===== src/rtl/m0_mem_pkg.sv =====
// Shared types and helpers for the Cortex-M0 memory port arbiter.
package m0_mem_pkg;

  typedef enum logic [1:0] {
    IDLE = 2'd0,
    BUSY = 2'd1,
    ERR  = 2'd2
  } state_t;

  typedef enum logic {
    OWN_IF = 1'b0,
    OWN_LS = 1'b1
  } owner_t;

  localparam logic [1:0] SZ_BYTE = 2'd0;
  localparam logic [1:0] SZ_HALF = 2'd1;
  localparam logic [1:0] SZ_WORD = 2'd2;

  // True when an access of the given size cannot be issued at this byte offset.
  function automatic logic misaligned(input logic [1:0] size, input logic [1:0] off);
    case (size)
      SZ_BYTE: return 1'b0;
      SZ_HALF: return off[0];
      SZ_WORD: return (off != 2'b00);
      default: return 1'b1;
    endcase
  endfunction

endpackage


===== src/rtl/mem_lane_align.sv =====
// Byte-lane helper: replicates store data across lanes and extracts
// right-aligned, zero-extended load data from the addressed lane.
module mem_lane_align
  import m0_mem_pkg::*;
(
  input  logic [1:0]  wsize,
  input  logic [31:0] wdata,
  output logic [31:0] wdata_rep,
  input  logic [1:0]  rsize,
  input  logic [1:0]  roff,
  input  logic [31:0] rdata,
  output logic [31:0] rdata_ext
);

  logic [31:0] rshift;

  // Store data replication so the addressed lane carries the value whatever the offset
  always_comb begin
    case (wsize)
      SZ_BYTE: wdata_rep = {4{wdata[7:0]}};
      SZ_HALF: wdata_rep = {2{wdata[15:0]}};
      default: wdata_rep = wdata;
    endcase
  end

  // Load lane selection by byte offset, then zero extension by size
  always_comb begin
    rshift = rdata >> {roff, 3'b000};
    case (rsize)
      SZ_BYTE: rdata_ext = {24'h0, rshift[7:0]};
      SZ_HALF: rdata_ext = {16'h0, rshift[15:0]};
      default: rdata_ext = rdata;
    endcase
  end

endmodule


===== src/rtl/mem_port_arbiter.sv =====
// Single-port memory arbiter between instruction fetch and load/store.
// Load/store has priority; fetch is forced through after STARVE_LIMIT losses.
module mem_port_arbiter
  import m0_mem_pkg::*;
#(
  parameter int ADDR_W       = 32,
  parameter int DATA_W       = 32,
  parameter int MAX_WAIT     = 15,
  parameter int STARVE_LIMIT = 3
) (
  input  logic              clk,
  input  logic              rst,
  input  logic              if_req,
  input  logic [ADDR_W-1:0] if_addr,
  output logic              if_gnt,
  output logic              if_rvalid,
  output logic [DATA_W-1:0] if_rdata,
  output logic              if_err,
  input  logic              ls_req,
  input  logic              ls_we,
  input  logic [1:0]        ls_size,
  input  logic [ADDR_W-1:0] ls_addr,
  input  logic [DATA_W-1:0] ls_wdata,
  output logic              ls_gnt,
  output logic              ls_rvalid,
  output logic [DATA_W-1:0] ls_rdata,
  output logic              ls_err,
  output logic              mem_req,
  output logic              mem_we,
  output logic [1:0]        mem_size,
  output logic [ADDR_W-1:0] mem_addr,
  output logic [DATA_W-1:0] mem_wdata,
  input  logic              mem_ready,
  input  logic [DATA_W-1:0] mem_rdata,
  output logic              busy
);

  localparam int WAIT_W = $clog2(MAX_WAIT + 1);
  localparam int ST_W   = $clog2(STARVE_LIMIT + 1);
  localparam logic [WAIT_W-1:0] WAIT_LAST  = WAIT_W'(MAX_WAIT - 1);
  localparam logic [ST_W-1:0]   STARVE_MAX = ST_W'(STARVE_LIMIT);
  localparam logic [ADDR_W-1:0] WORD_MASK  = ~ADDR_W'(3);

  state_t            state, state_nx;
  owner_t            owner;
  logic [WAIT_W-1:0] wait_cnt;
  logic [ST_W-1:0]   starve_cnt;
  logic              if_win, ls_win, ls_misal, done, timeout, finish;
  logic              ls_gnt_q, ls_rvalid_q, ls_err_q;
  logic [DATA_W-1:0] ls_rdata_q;
  logic [31:0]       wdata_rep, rdata_ext;

  assign ls_misal = misaligned(ls_size, ls_addr[1:0]);
  assign finish   = done | timeout;

  mem_lane_align u_lane (
    .wsize     (ls_size),
    .wdata     (ls_wdata),
    .wdata_rep (wdata_rep),
    .rsize     (mem_size),
    .roff      (mem_addr[1:0]),
    .rdata     (mem_rdata),
    .rdata_ext (rdata_ext)
  );

  // Arbitration in IDLE, completion/timeout detection in BUSY, next-state selection
  always_comb begin
    // NOTE: every signal written here gets a default first, so no path can infer a latch.
    state_nx = state;
    ls_win   = 1'b0;
    if_win   = 1'b0;
    done     = 1'b0;
    timeout  = 1'b0;
    case (state)
      IDLE: begin
        ls_win = ls_req && !(if_req && (starve_cnt == STARVE_MAX));
        if_win = if_req && !ls_win;
        if (ls_win)      state_nx = ls_misal ? ERR : BUSY;
        else if (if_win) state_nx = BUSY;
      end
      BUSY: begin
        // A ready in the last allowed cycle beats the timeout.
        if (mem_ready) begin
          done     = 1'b1;
          state_nx = IDLE;
        end else if (wait_cnt == WAIT_LAST) begin
          timeout  = 1'b1;
          state_nx = IDLE;
        end
      end
      ERR:     state_nx = IDLE;
      default: state_nx = IDLE;
    endcase
  end

  // State register
  always_ff @(posedge clk or negedge rst) begin
    // NOTE: sequential state uses non-blocking assignments so every flop samples pre-edge values.
    if (!rst) state <= IDLE;
    else      state <= state_nx;
  end

  // Wait-state and fetch-starvation counters
  always_ff @(posedge clk or negedge rst) begin
    if (!rst) begin
      wait_cnt   <= '0;
      starve_cnt <= '0;
    end else begin
      // Zero outside BUSY, so every access starts counting from 0.
      if (state == BUSY && !mem_ready) wait_cnt <= wait_cnt + 1'b1;
      else                             wait_cnt <= '0;
      if (!if_req || if_win)                      starve_cnt <= '0;
      else if (ls_win && starve_cnt != STARVE_MAX) starve_cnt <= starve_cnt + 1'b1;
    end
  end

  // Latched access fields, grant pulses and registered completion responses
  always_ff @(posedge clk or negedge rst) begin
    if (!rst) begin
      owner       <= OWN_IF;
      mem_we      <= 1'b0;
      mem_size    <= SZ_BYTE;
      mem_addr    <= '0;
      mem_wdata   <= '0;
      if_gnt      <= 1'b0;
      if_rvalid   <= 1'b0;
      if_err      <= 1'b0;
      if_rdata    <= '0;
      ls_gnt_q    <= 1'b0;
      ls_rvalid_q <= 1'b0;
      ls_err_q    <= 1'b0;
      ls_rdata_q  <= '0;
    end else begin
      if_gnt      <= if_win;
      ls_gnt_q    <= ls_win && !ls_misal;
      if_rvalid   <= finish && (owner == OWN_IF);
      if_err      <= timeout && (owner == OWN_IF);
      if_rdata    <= (done && owner == OWN_IF) ? rdata_ext : '0;
      ls_rvalid_q <= finish && (owner == OWN_LS);
      ls_err_q    <= timeout && (owner == OWN_LS);
      ls_rdata_q  <= (done && owner == OWN_LS && !mem_we) ? rdata_ext : '0;
      if (if_win) begin
        owner     <= OWN_IF;
        mem_we    <= 1'b0;
        mem_size  <= SZ_WORD;
        mem_addr  <= if_addr & WORD_MASK;
        mem_wdata <= '0;
      end else if (ls_win && !ls_misal) begin
        owner     <= OWN_LS;
        mem_we    <= ls_we;
        mem_size  <= ls_size;
        mem_addr  <= ls_addr;
        mem_wdata <= wdata_rep;
      end
    end
  end

  // The misalignment reject answers in the ERR cycle itself.
  assign ls_gnt    = ls_gnt_q    | (state == ERR);
  assign ls_rvalid = ls_rvalid_q | (state == ERR);
  assign ls_err    = ls_err_q    | (state == ERR);
  assign ls_rdata  = ls_rdata_q;
  assign mem_req   = (state == BUSY);
  assign busy      = (state != IDLE);

endmodule


===== config.mk =====
export PLATFORM = sky130hd
export DESIGN_NAME = mem_port_arbiter
export DESIGN_NICKNAME = d
export VERILOG_FILES = /design/src/rtl/m0_mem_pkg.sv /design/src/rtl/mem_lane_align.sv /design/src/rtl/mem_port_arbiter.sv
export SDC_FILE = /design/constraint.sdc
export NUM_CORES = 1
export LEC_CHECK = 0
export BUFFER_PORTS_ARGS = -buffer_cell sky130_fd_sc_hd__buf_2
export CORE_MARGIN = 2
export CORE_UTILIZATION = 50
export DETAILED_ROUTE_END_ITERATION = 12
export PLACE_DENSITY = 0.84
export RECOVER_POWER = 100
export SLEW_MARGIN = 30
export SYNTH_ARGS = -nofsm -noshare
export SYNTH_HDL_FRONTEND = slang
export SYNTH_SLANG_ARGS = --single-unit

===== constraint.sdc =====
create_clock -name clk -period 3.89 [get_ports clk]
set_clock_uncertainty 0.15 [all_clocks]
set_input_delay 1.167 -clock clk [delete_from_list [all_inputs] [get_ports clk]]
set_output_delay 1.167 -clock clk [all_outputs]
set_load 0.01 [all_outputs]

==> impl_metrics.env <==
export IMPL_worst_path_max_fanout=43
export IMPL_hold_class="reg2reg"
export IMPL_drc=0
export IMPL_antenna_found_initial=1
export IMPL_status="completed"
export IMPL_grt_ovfl_total=0
export IMPL_first_iter_violations=434
export IMPL_finalSetupViolCount=0
export IMPL_cts_root_buf="clkbuf_16"
export IMPL_power_share_sequential_pct=41.8
export IMPL_io_pins=275
export IMPL_die_y_um=115
export IMPL_vdd_ir_drop_worst_mv=0.383
export IMPL_nets=997
export IMPL_rsz0062_at_grt="no"
export IMPL_cts_sinks=146
export IMPL_synth_area_um2=6150
export IMPL_clockBufferDepth=2
export IMPL_holdWs_ns=0.332
export IMPL_viasPerCell=5.33
export IMPL_fin_util_pct=66.5
export IMPL_drtPass1Iterations=5
export IMPL_cts_resized=0
export IMPL_switching_share_pct=32.3
export IMPL_area_growth_pct=29.9
export IMPL_cts_htree_levels=4
export IMPL_std_cell_rows=40
export IMPL_critPathCaptureType="flip-flop"
export IMPL_tightest_slew_ns=1.47
export IMPL_drive_gt1_share_pct=19.8
export IMPL_clk_pin_slew_ns=0.06
export IMPL_syn_num_nets=737
export IMPL_hpwl_um=12700
export IMPL_arrival_ns=3.20
export IMPL_routedWlPerCell_um=17.2
export IMPL_ys_seq_area_share_pct=59.4
export IMPL_final_setup_tns_ns=0
export IMPL_cts_buffers=17
export IMPL_cts_tree="done"
export IMPL_power_switching_mw=1.55
export IMPL_start_util_pct=51.2
export IMPL_ys_types=36
export IMPL_slew_viol_final=0
export IMPL_postSynthAreaPerCell_um2=10.3
export IMPL_grt_max_degree=67
export IMPL_port_buffers=272
export IMPL_wl_um=17500
export IMPL_grt_pass1_vias=5125
export IMPL_ys_ff_latch=146
export IMPL_gp_congestion=0.836
export IMPL_core_area_um2=12000
export IMPL_post_cts_setup_buffers=0
export IMPL_grt_first_pass_wirelength_um=26500
export IMPL_p_per_area_nw_per_um2=602
export IMPL_report_power_total_mw=4.81
export IMPL_ant_nets=0
export IMPL_critical_path_class="in2reg"
export IMPL_comb_power_share_pct=24.9
export IMPL_postSynthCellCount=598
export IMPL_internal_power_mw=3.25
export IMPL_n_antenna_cell=0
export IMPL_post_route_period_util_pct=79.9
export IMPL_maxCapViolCount=0
export IMPL_maxSlewHeadroom_pct=1.78
export IMPL_hold_buffers=0
export IMPL_cp_start_kind="input port"
export IMPL_clock_latency_ns=0.41
export IMPL_p_leak_nw=4.04
export IMPL_final_hold_viol_count=0
export IMPL_dr_total_vias=5418
export IMPL_grt_usage_pct=26.6
export IMPL_yosys_warnings=0
export IMPL_clkPwrFrac_pct=33.2
export IMPL_die_x_um=115
export IMPL_dieArea_um2=13200
export IMPL_timing_final_crit_period_ns=3.11
export IMPL_required_ns=3.98
export IMPL_clock_fmax_ghz=0.322
[placed cells by master (no fill, tap or decap), drive strengths merged, types with 2 or more instances in the layout]
| master | synthesis | layout |
|---|---|---|
| nand2b | 6 | 6 |
| dfrtp | 146 | 146 |
| ha | 3 | 3 |
| a22oi | 10 | 10 |
| buf | 18 | 136 |
| nor2 | 67 | 67 |
| and3 | 32 | 32 |
| clkinv | 2 | 5 |
| nor3 | 3 | 3 |
| a211o | 2 | 2 |
| and2 | 15 | 15 |
| clkinvlp | 0 | 4 |
| mux2i | 34 | 34 |
| a22o | 6 | 6 |
| nand3 | 39 | 39 |
| a21oi | 70 | 70 |
| o21ai | 27 | 27 |
| inv | 6 | 6 |
| bufinv | 0 | 2 |
| o2bb2ai | 14 | 14 |
| nor2b | 6 | 6 |
| nand2 | 57 | 57 |
| clkbuf | 24 | 169 |
| or3 | 2 | 2 |
[critical path, cell delays in order]
cell and delay, ns:
clkbuf_1 0.33, or3_1 0.49, a211o_2 0.38, clkbuf_2 0.46
nand3_1 0.23, o21ai_0 0.14
[area by class of cell]
cell class	instances	area, um2
inverter	8	31.3
multi-input combinational	402	2260
tap	147	184
timing repair buffer	283	1270
fill	1015	4030
clock inverter	9	105
clock buffer	22	484
sequential	146	3650
[metal layers]
metal / vias up / GRT usage, % / wire length, um
met5: - / 0 / 0
met4: 0 / 10.6 / 501
met3: 36 / 8.12 / 1350
met2: 260 / 45.3 / 8810
met1: 2548 / 31.5 / 6820
li1: 2574 / - / -
[cell families (layout without fill, tap and decap cells)]
logic type | Yosys count | count (layout) | synth area share [%]
AO/OA/AOI/OAI | 134 | 134 | 12.9
XOR/XNOR | 2 | 2 | 0.285
adder cells (fa/ha/maj) | 3 | 3 | 0.611
buffers and inverters | 50 | 322 | 3.83
flip-flops | 146 | 146 | 59.4
multiplexers | 34 | 34 | 5.54
AND/OR/NAND/NOR | 229 | 229 | 17.4
[final timing paths]
kind / to / slack, ns / startpoint / depth (start not counted)
min in group asynchronous: mem_wdata[16] / 0.52 / rst / 1
hold reg to reg: if_err / 0.33 / owner / 1
setup reg to reg: mem_addr[10] / 1.41 / starve_cnt[0] / 7
setup / recovery: mem_wdata[9] / 0.78 / ls_size[0] / 6
hold / removal: if_err / 0.33 / owner / 1
max in group asynchronous: ls_rdata[9] / 1.28 / rst / 2
[sequential cells by signal (all words and copies together), names as in the netlist, 2 cells and up]
signal	count
ls_rdata	32
state	2
mem_wdata	32
if_rdata	32
wait_cnt	4
mem_addr	32
mem_size	2
starve_cnt	2
[synth_stat cells]
| cell type | instances | share of area (%) |
|---|---|---|
| a211o_1 | 2 | 0.29 |
| a21o_1 | 1 | 0.12 |
| a21oi_1 | 70 | 5.7 |
| a22o_1 | 6 | 0.85 |
| a22oi_1 | 10 | 1.2 |
| a2bb2oi_1 | 1 | 0.14 |
| a31oi_1 | 1 | 0.10 |
| and2_1 | 15 | 1.5 |
| and3_1 | 32 | 3.3 |
| buf_1 | 3 | 0.18 |
| buf_2 | 10 | 0.81 |
| buf_4 | 1 | 0.12 |
| buf_6 | 4 | 0.73 |
| clkbuf_1 | 24 | 1.5 |
| clkinv_1 | 1 | 0.061 |
| clkinv_2 | 1 | 0.081 |
| dfrtp_1 | 146 | 59 |
| ha_1 | 3 | 0.61 |
| inv_1 | 6 | 0.37 |
| mux2i_1 | 34 | 5.5 |
| nand2_1 | 57 | 3.5 |
| nand2b_1 | 6 | 0.61 |
| nand3_1 | 39 | 3.2 |
| nor2_1 | 67 | 4.1 |
| nor2b_1 | 6 | 0.61 |
| nor3_1 | 3 | 0.24 |
| o21ai_0 | 3 | 0.24 |
| o21ai_1 | 24 | 2.0 |
| o21bai_1 | 1 | 0.12 |
| o2bb2ai_1 | 14 | 2.0 |
| o31ai_1 | 1 | 0.12 |
| or2_2 | 1 | 0.10 |
| or3_1 | 2 | 0.20 |
| or3b_1 | 1 | 0.14 |
| xnor2_1 | 1 | 0.14 |
| xor2_1 | 1 | 0.14 |
[per-stage QoR]
stage	cells	area, um2	setup WS, ns
CTS	1017	8200	1.15
floorplan	598	6150	1.28
detailed placement	986	7610	0.736
global route	1017	7990	0.595
finish	1017	7990	0.780
global placement	986	7610	0.784
[power by group through the flow]
stage               Combinational [mW]  Sequential, mW  Clock (mW)
floorplan                        0.582            2.14           0
global placement                  1.28            2.01           0
detailed placement                1.31            2.02           0
CTS                               1.31            2.00        1.62
global route                      1.33            2.05        1.69
finish                            1.20            2.01        1.60
No activity file was read; power rests on OpenSTA's default activity.
